`config.mk`:
```
export PLATFORM = sky130hd
export DESIGN_NAME = muldiv_unit
export DESIGN_NICKNAME = d
export VERILOG_FILES = /design/src/rtl/muldiv_unit.sv
export SDC_FILE = /design/constraint.sdc
export NUM_CORES = 1
export LEC_CHECK = 0
export CORE_MARGIN = 2
export CORE_UTILIZATION = 45
export DETAILED_ROUTE_END_ITERATION = 8
export REMOVE_ABC_BUFFERS = 1
export SETUP_SLACK_MARGIN = 0.15
export SYNTH_ARGS = -nofsm -noshare
export SYNTH_HDL_FRONTEND = slang
export SYNTH_SLANG_ARGS = --single-unit
```
`constraint.sdc`:
```
create_clock -name clk -period 10.5 [get_ports clk]
set_clock_uncertainty 0.15 [all_clocks]
set_input_delay 2.625 -clock clk [delete_from_list [all_inputs] [get_ports clk]]
set_output_delay 2.625 -clock clk [all_outputs]
set_load 0.02 [all_outputs]
```
`src/rtl/muldiv_unit.sv`:
```
// Iterative RV32M multiply/divide unit: radix-2 shift-add multiply and restoring
// divide, start/busy/done handshake, flush abort, fast path for div-by-zero/overflow.
module muldiv_unit #(
    parameter int XLEN = 32
) (
    input  logic            clk,
    input  logic            rst,
    input  logic            start_i,
    input  logic            flush_i,
    input  logic [2:0]      funct3_i,
    input  logic [XLEN-1:0] a_i,
    input  logic [XLEN-1:0] b_i,
    output logic            busy_o,
    output logic            done_o,
    output logic [XLEN-1:0] result_o,
    output logic [2:0]      state_o
);
    localparam int CW = $clog2(XLEN + 1);
    localparam logic [CW-1:0]   LAST_ITER = CW'(XLEN - 1);
    localparam logic [XLEN-1:0] MIN_INT   = {1'b1, {(XLEN-1){1'b0}}};

    typedef enum logic [2:0] {
        IDLE = 3'd0,
        PREP = 3'd1,
        CALC = 3'd2,
        FIX  = 3'd3,
        DONE = 3'd4
    } state_t;

    state_t state_q, state_d;
    logic [2:0]        op_q, op_d;
    logic [XLEN-1:0]   a_q, a_d, b_q, b_d;
    logic [XLEN-1:0]   mag_a_q, mag_a_d, mag_b_q, mag_b_d;
    logic              neg_q, neg_d;
    logic [2*XLEN-1:0] acc_q, acc_d;
    logic [XLEN-1:0]   quo_q, quo_d, rem_q, rem_d;
    logic [CW-1:0]     cnt_q, cnt_d;
    logic [XLEN-1:0]   result_q, result_d;

    logic              a_sgn, b_sgn, sa, sb, div_zero, div_ovf;
    logic [XLEN-1:0]   mag_a, mag_b, quo_fix, rem_fix;
    logic [XLEN:0]     mul_sum, rem_shift, rem_diff;
    logic [2*XLEN-1:0] prod;

    always_comb begin
        a_sgn    = (op_q == 3'd1) || (op_q == 3'd2) || (op_q == 3'd4) || (op_q == 3'd6);
        b_sgn    = (op_q == 3'd1) || (op_q == 3'd4) || (op_q == 3'd6);
        sa       = a_sgn && a_q[XLEN-1];
        sb       = b_sgn && b_q[XLEN-1];
        mag_a    = sa ? -a_q : a_q;
        mag_b    = sb ? -b_q : b_q;
        div_zero = op_q[2] && (b_q == '0);
        div_ovf  = op_q[2] && !op_q[0] && (a_q == MIN_INT) && (b_q == '1);
        // Multiplier sits in the low half of acc and shifts out as the product shifts in.
        mul_sum   = {1'b0, acc_q[2*XLEN-1:XLEN]} + {1'b0, mag_a_q & {XLEN{acc_q[0]}}};
        // Dividend sits in quo and shifts into the partial remainder MSB-first.
        rem_shift = {rem_q, quo_q[XLEN-1]};
        rem_diff  = rem_shift - {1'b0, mag_b_q};
        prod      = neg_q ? -acc_q : acc_q;
        quo_fix   = neg_q ? -quo_q : quo_q;
        rem_fix   = neg_q ? -rem_q : rem_q;
    end

    always_comb begin
        state_d = state_q;
        case (state_q)
            IDLE:    if (start_i) state_d = PREP;
            PREP:    state_d = (div_zero || div_ovf) ? FIX : CALC;
            CALC:    if (cnt_q == LAST_ITER) state_d = FIX;
            FIX:     state_d = DONE;
            DONE:    state_d = IDLE;
            default: state_d = IDLE;
        endcase
        if (flush_i) state_d = IDLE;
    end

    always_comb begin
        op_d     = op_q;
        a_d      = a_q;
        b_d      = b_q;
        mag_a_d  = mag_a_q;
        mag_b_d  = mag_b_q;
        neg_d    = neg_q;
        acc_d    = acc_q;
        quo_d    = quo_q;
        rem_d    = rem_q;
        cnt_d    = cnt_q;
        result_d = result_q;
        case (state_q)
            IDLE: begin
                if (start_i && !flush_i) begin
                    op_d = funct3_i;
                    a_d  = a_i;
                    b_d  = b_i;
                end
            end
            PREP: begin
                mag_a_d = mag_a;
                mag_b_d = mag_b;
                neg_d   = (op_q[2] && op_q[1]) ? sa : (sa ^ sb);
                acc_d   = {{XLEN{1'b0}}, mag_b};
                quo_d   = mag_a;
                rem_d   = '0;
                cnt_d   = '0;
                // Special cases preload the final values unsigned so FIX passes them through.
                if (div_zero) begin
                    quo_d = '1;
                    rem_d = a_q;
                    neg_d = 1'b0;
                end else if (div_ovf) begin
                    quo_d = MIN_INT;
                    rem_d = '0;
                    neg_d = 1'b0;
                end
            end
            CALC: begin
                cnt_d = cnt_q + CW'(1);
                if (!op_q[2]) begin
                    acc_d = {mul_sum, acc_q[XLEN-1:1]};
                end else if (!rem_diff[XLEN]) begin
                    rem_d = rem_diff[XLEN-1:0];
                    quo_d = {quo_q[XLEN-2:0], 1'b1};
                end else begin
                    rem_d = rem_shift[XLEN-1:0];
                    quo_d = {quo_q[XLEN-2:0], 1'b0};
                end
            end
            FIX: begin
                if (!flush_i) begin
                    if (op_q == 3'd0)  result_d = prod[XLEN-1:0];
                    else if (!op_q[2]) result_d = prod[2*XLEN-1:XLEN];
                    else if (op_q[1])  result_d = rem_fix;
                    else               result_d = quo_fix;
                end
            end
            default: ;
        endcase
    end

    always_ff @(posedge clk) begin
        if (rst) begin
            state_q <= IDLE;
        end else begin
            state_q <= state_d;
        end
    end

    always_ff @(posedge clk) begin
        if (rst) begin
            op_q     <= '0;
            a_q      <= '0;
            b_q      <= '0;
            mag_a_q  <= '0;
            mag_b_q  <= '0;
            neg_q    <= 1'b0;
            acc_q    <= '0;
            quo_q    <= '0;
            rem_q    <= '0;
            cnt_q    <= '0;
            result_q <= '0;
        end else begin
            op_q     <= op_d;
            a_q      <= a_d;
            b_q      <= b_d;
            mag_a_q  <= mag_a_d;
            mag_b_q  <= mag_b_d;
            neg_q    <= neg_d;
            acc_q    <= acc_d;
            quo_q    <= quo_d;
            rem_q    <= rem_d;
            cnt_q    <= cnt_d;
            result_q <= result_d;
        end
    end

    assign busy_o   = (state_q == PREP) || (state_q == CALC) || (state_q == FIX);
    assign done_o   = (state_q == DONE);
    assign result_o = result_q;
    assign state_o  = state_q;

endmodule

```
==> qor.yml <==
totalPowerFinal_mw: 3.260
die_h_um: 215.6
yosys.area_share.xor_xnor: 0.08389
clock-root-buffer: "clkbuf_16"
detail_route.wl_per_cell_um: 22.50
synth_top_area_share: 0.2990
synth_top_family_by_area: "compound AO/OA/AOI/OAI gates"
stdcell_area_mm2: 0.02281
avgViaCountPerCell: 6.174
grt_start_max_net_pins: 97
io_buffers: 107
crit_path_cell_trace: "and2_1 > clkdlybuf4s50_1"
grt_overflow: 0
layout-drive-gt1-share: 0.05358
postRouteAntennaNets: 0
clock_latency_ps: 570
max_freq_ghz: 0.2082
synthMuxAreaShare: 0.01813
die_w_um: 215.6
timing.final.crit_share: 0.4575
yosys.area_share.adder: 0.04607
cts-resized-gates: 0
met1_usage: 0.4378
worst-path-buf-inv: 1
worstMarginPinSlew_ps: 1278
critPathKind: "reg -> out"
dpl-instance-area_mm2: 0.02159
cp-start-kind: "register"
core_mm2: 0.04422
cts_buffer_depth: 3
drv_cap: 0
fillers: 4421
dpl.hpwl_mm: 55.30
grt_pass1_vias: 19406
ys_ff_latch: 301
initial_utilization: 0.4557
path_clk_slew_ps: 70
synth.most_common_cell: "nand2_1"
critical_path_required_ps: 7730
grt_pass1_wl_mm: 115.9
wl_mm: 75.48
netlist_top_cells_area: "dfxtp_1 (30%), a21oi_1 (7.8%), nand2_1 (6.6%), nor2_1 (5.1%), xnor2_1 (4.7%)"
cp_max_fo: 9
dr.pass1.iters: 6
core.rowCount: 77
p_leak_nw: 8.511
worstPathArrival_ps: 2030
cts-htree-levels: 2
syn_to_final_growth_pct: 13.19
antenna_cells: 0
cts_num_sinks: 301
setup_viol: 0
crit_slowest_cell: "dfxtp_1"
period_minus_slack_ps: 4804
post_cts_buffers: 0
synth_compound_area_frac: 0.2771
hold_viol: 0
synthFlopType: "dfxtp_1"
synth_edf_count: 0
drt_iter0_markers: 2229
grt.total_usage: 0.3169
synthSimpleGateAreaFrac: 0.2266
gp_congestion: 0.9746
finalNetCount: 2880
status: "finished, final reports clean"
cts_tree: "done"
holdBufCountCts: 0
cpLargestDelayFamily: "flip-flops"
ir_drop_v: 0.0001085
synth.cell_area_mm2: 0.02015
yosysTopAreaCell: "dfxtp_1"
met3_usage: 0.03312
num_vias: 20708
cts-buffers-inserted: 38
min_path_type: "reg -> reg"
setup-tns-final_ps: 0
synth_async_sr_flop_share: 0
worstSetupEndpointType: "output port"
hold_ws_ps: 296.9
route.detailed.drc: 0
yosysWarnings: 0
grt.busiest_layer: "met2"
maxSlewViolCount: 0
dieArea_mm2: 0.04649
ios: 108
p_per_area_mw_per_mm2: 142.9
avgSynthCellArea_um2: 7.357
gr-usage-met2: 0.5051
antenna_found_initial: 0
synth_seq_area_share: 0.2990
max-slew-margin-rel: 0.1446
rsz0062_at_grt: "no"
synth.distinct_cells: 71
synth_common_cells: "nand2_1 (354), a21oi_1 (314), dfxtp_1 (301)"
synthCells: 2739
slowest_delay_ps: 650
final_util: 0.5158
cell families (layout without fill, tap and decap cells):
group | count (synthesis) | in the layout
AO/OA/AOI/OAI | 888 | 888
multiplexers | 34 | 34
AND/OR/NAND/NOR | 988 | 988
flip-flops | 301 | 301
XOR/XNOR | 193 | 193
buffers and inverters | 262 | 285
adder cells (fa/ha/maj) | 73 | 73
path summary, 6_finish.rpt:
kind                                  start           to  slack, ps  cells after the start
worst min register to register  mag_a_q[31]  mag_a_q[31]        300                      2
worst min-delay path            mag_a_q[31]  mag_a_q[31]        300                      2
worst max register to register      b_q[13]    rem_q[29]       5910                      9
worst max-delay path             state_o[2]       done_o       5700                      2
report_power, final:
part,internal (mW),total [mW],leakage (nW),switching (mW)
logic,0.260,0.711,5.47,0.451
clock network,0.768,1.31,0.602,0.541
registers,1.18,1.24,2.44,0.0605
total,2.21,3.26,8.51,1.05
worst reg2reg max path: stages, from the launching register on:
cell      delay [ps]
dfxtp_1          370
or4_1            600
nor3_1           330
nand2_1          130
nor4_1           730
nand2_1          720
nor2_4           940
a221oi_1         180
o21ai_0          130
nor4b_1          220
per-layer routing:
metal / wire length, um / vias to the layer above / share of wire
met2: 33670 / 798 / 0.45
li1: - / 9888 / -
met1: 34360 / 9881 / 0.46
met4: 2805 / 0 / 0.037
met3: 4647 / 141 / 0.062
met5: 0 / - / 0
layout by cell type (no fill, tap or decap), types with 16 or more instances in the layout:
master and n:
nand2_1 353, a21oi_1 313, dfxtp_1 298, nor2_1 271, o21ai_0 170, xnor2_1 109, clkdlybuf4s50_1 106, a211oi_1 90
xor2_1 84, inv_1 77, ha_1 71, nor3_1 69, nand3_1 48, o31ai_1 43, a31oi_1 43, and2_1 40
clkbuf_16 40, buf_4 35, a21o_1 33, o211ai_1 32, nor4_1 30, a221oi_1 29, nand2b_1 27, or3_1 25
or4_1 24, mux2i_1 23, nand4_1 21, o221ai_1 21, or2_2 16
sequential cells by signal (all words and copies together), names as in the netlist, 32 cells and up:
name	count
acc_q	64
a_q	32
b_q	32
mag_a_q	32
mag_b_q	32
quo_q	32
rem_q	32
result_o	32
layout make-up:
type	count	area, um2	share of cell area
clock buffers	54	1124	0.04926
clock inverters	12	93.84	0.004114
inverters	77	289.0	0.01267
multi-input cells	2176	13190	0.5785
flip-flops and latches	301	6032	0.2645
well taps	592	740.7	0.03248
repair buffers	142	1335	0.05853
metrics by stage:
| step | cells | worst slack, ps |
|---|---|---|
| floorplan | 2554 | 2500 |
| global placement | 3288 | 5300 |
| detailed placement | 3288 | 5191 |
| CTS | 3354 | 5695 |
| global route | 3354 | 5425 |
| finish | 3354 | 5696 |
(Power assumes the default switching activity.)
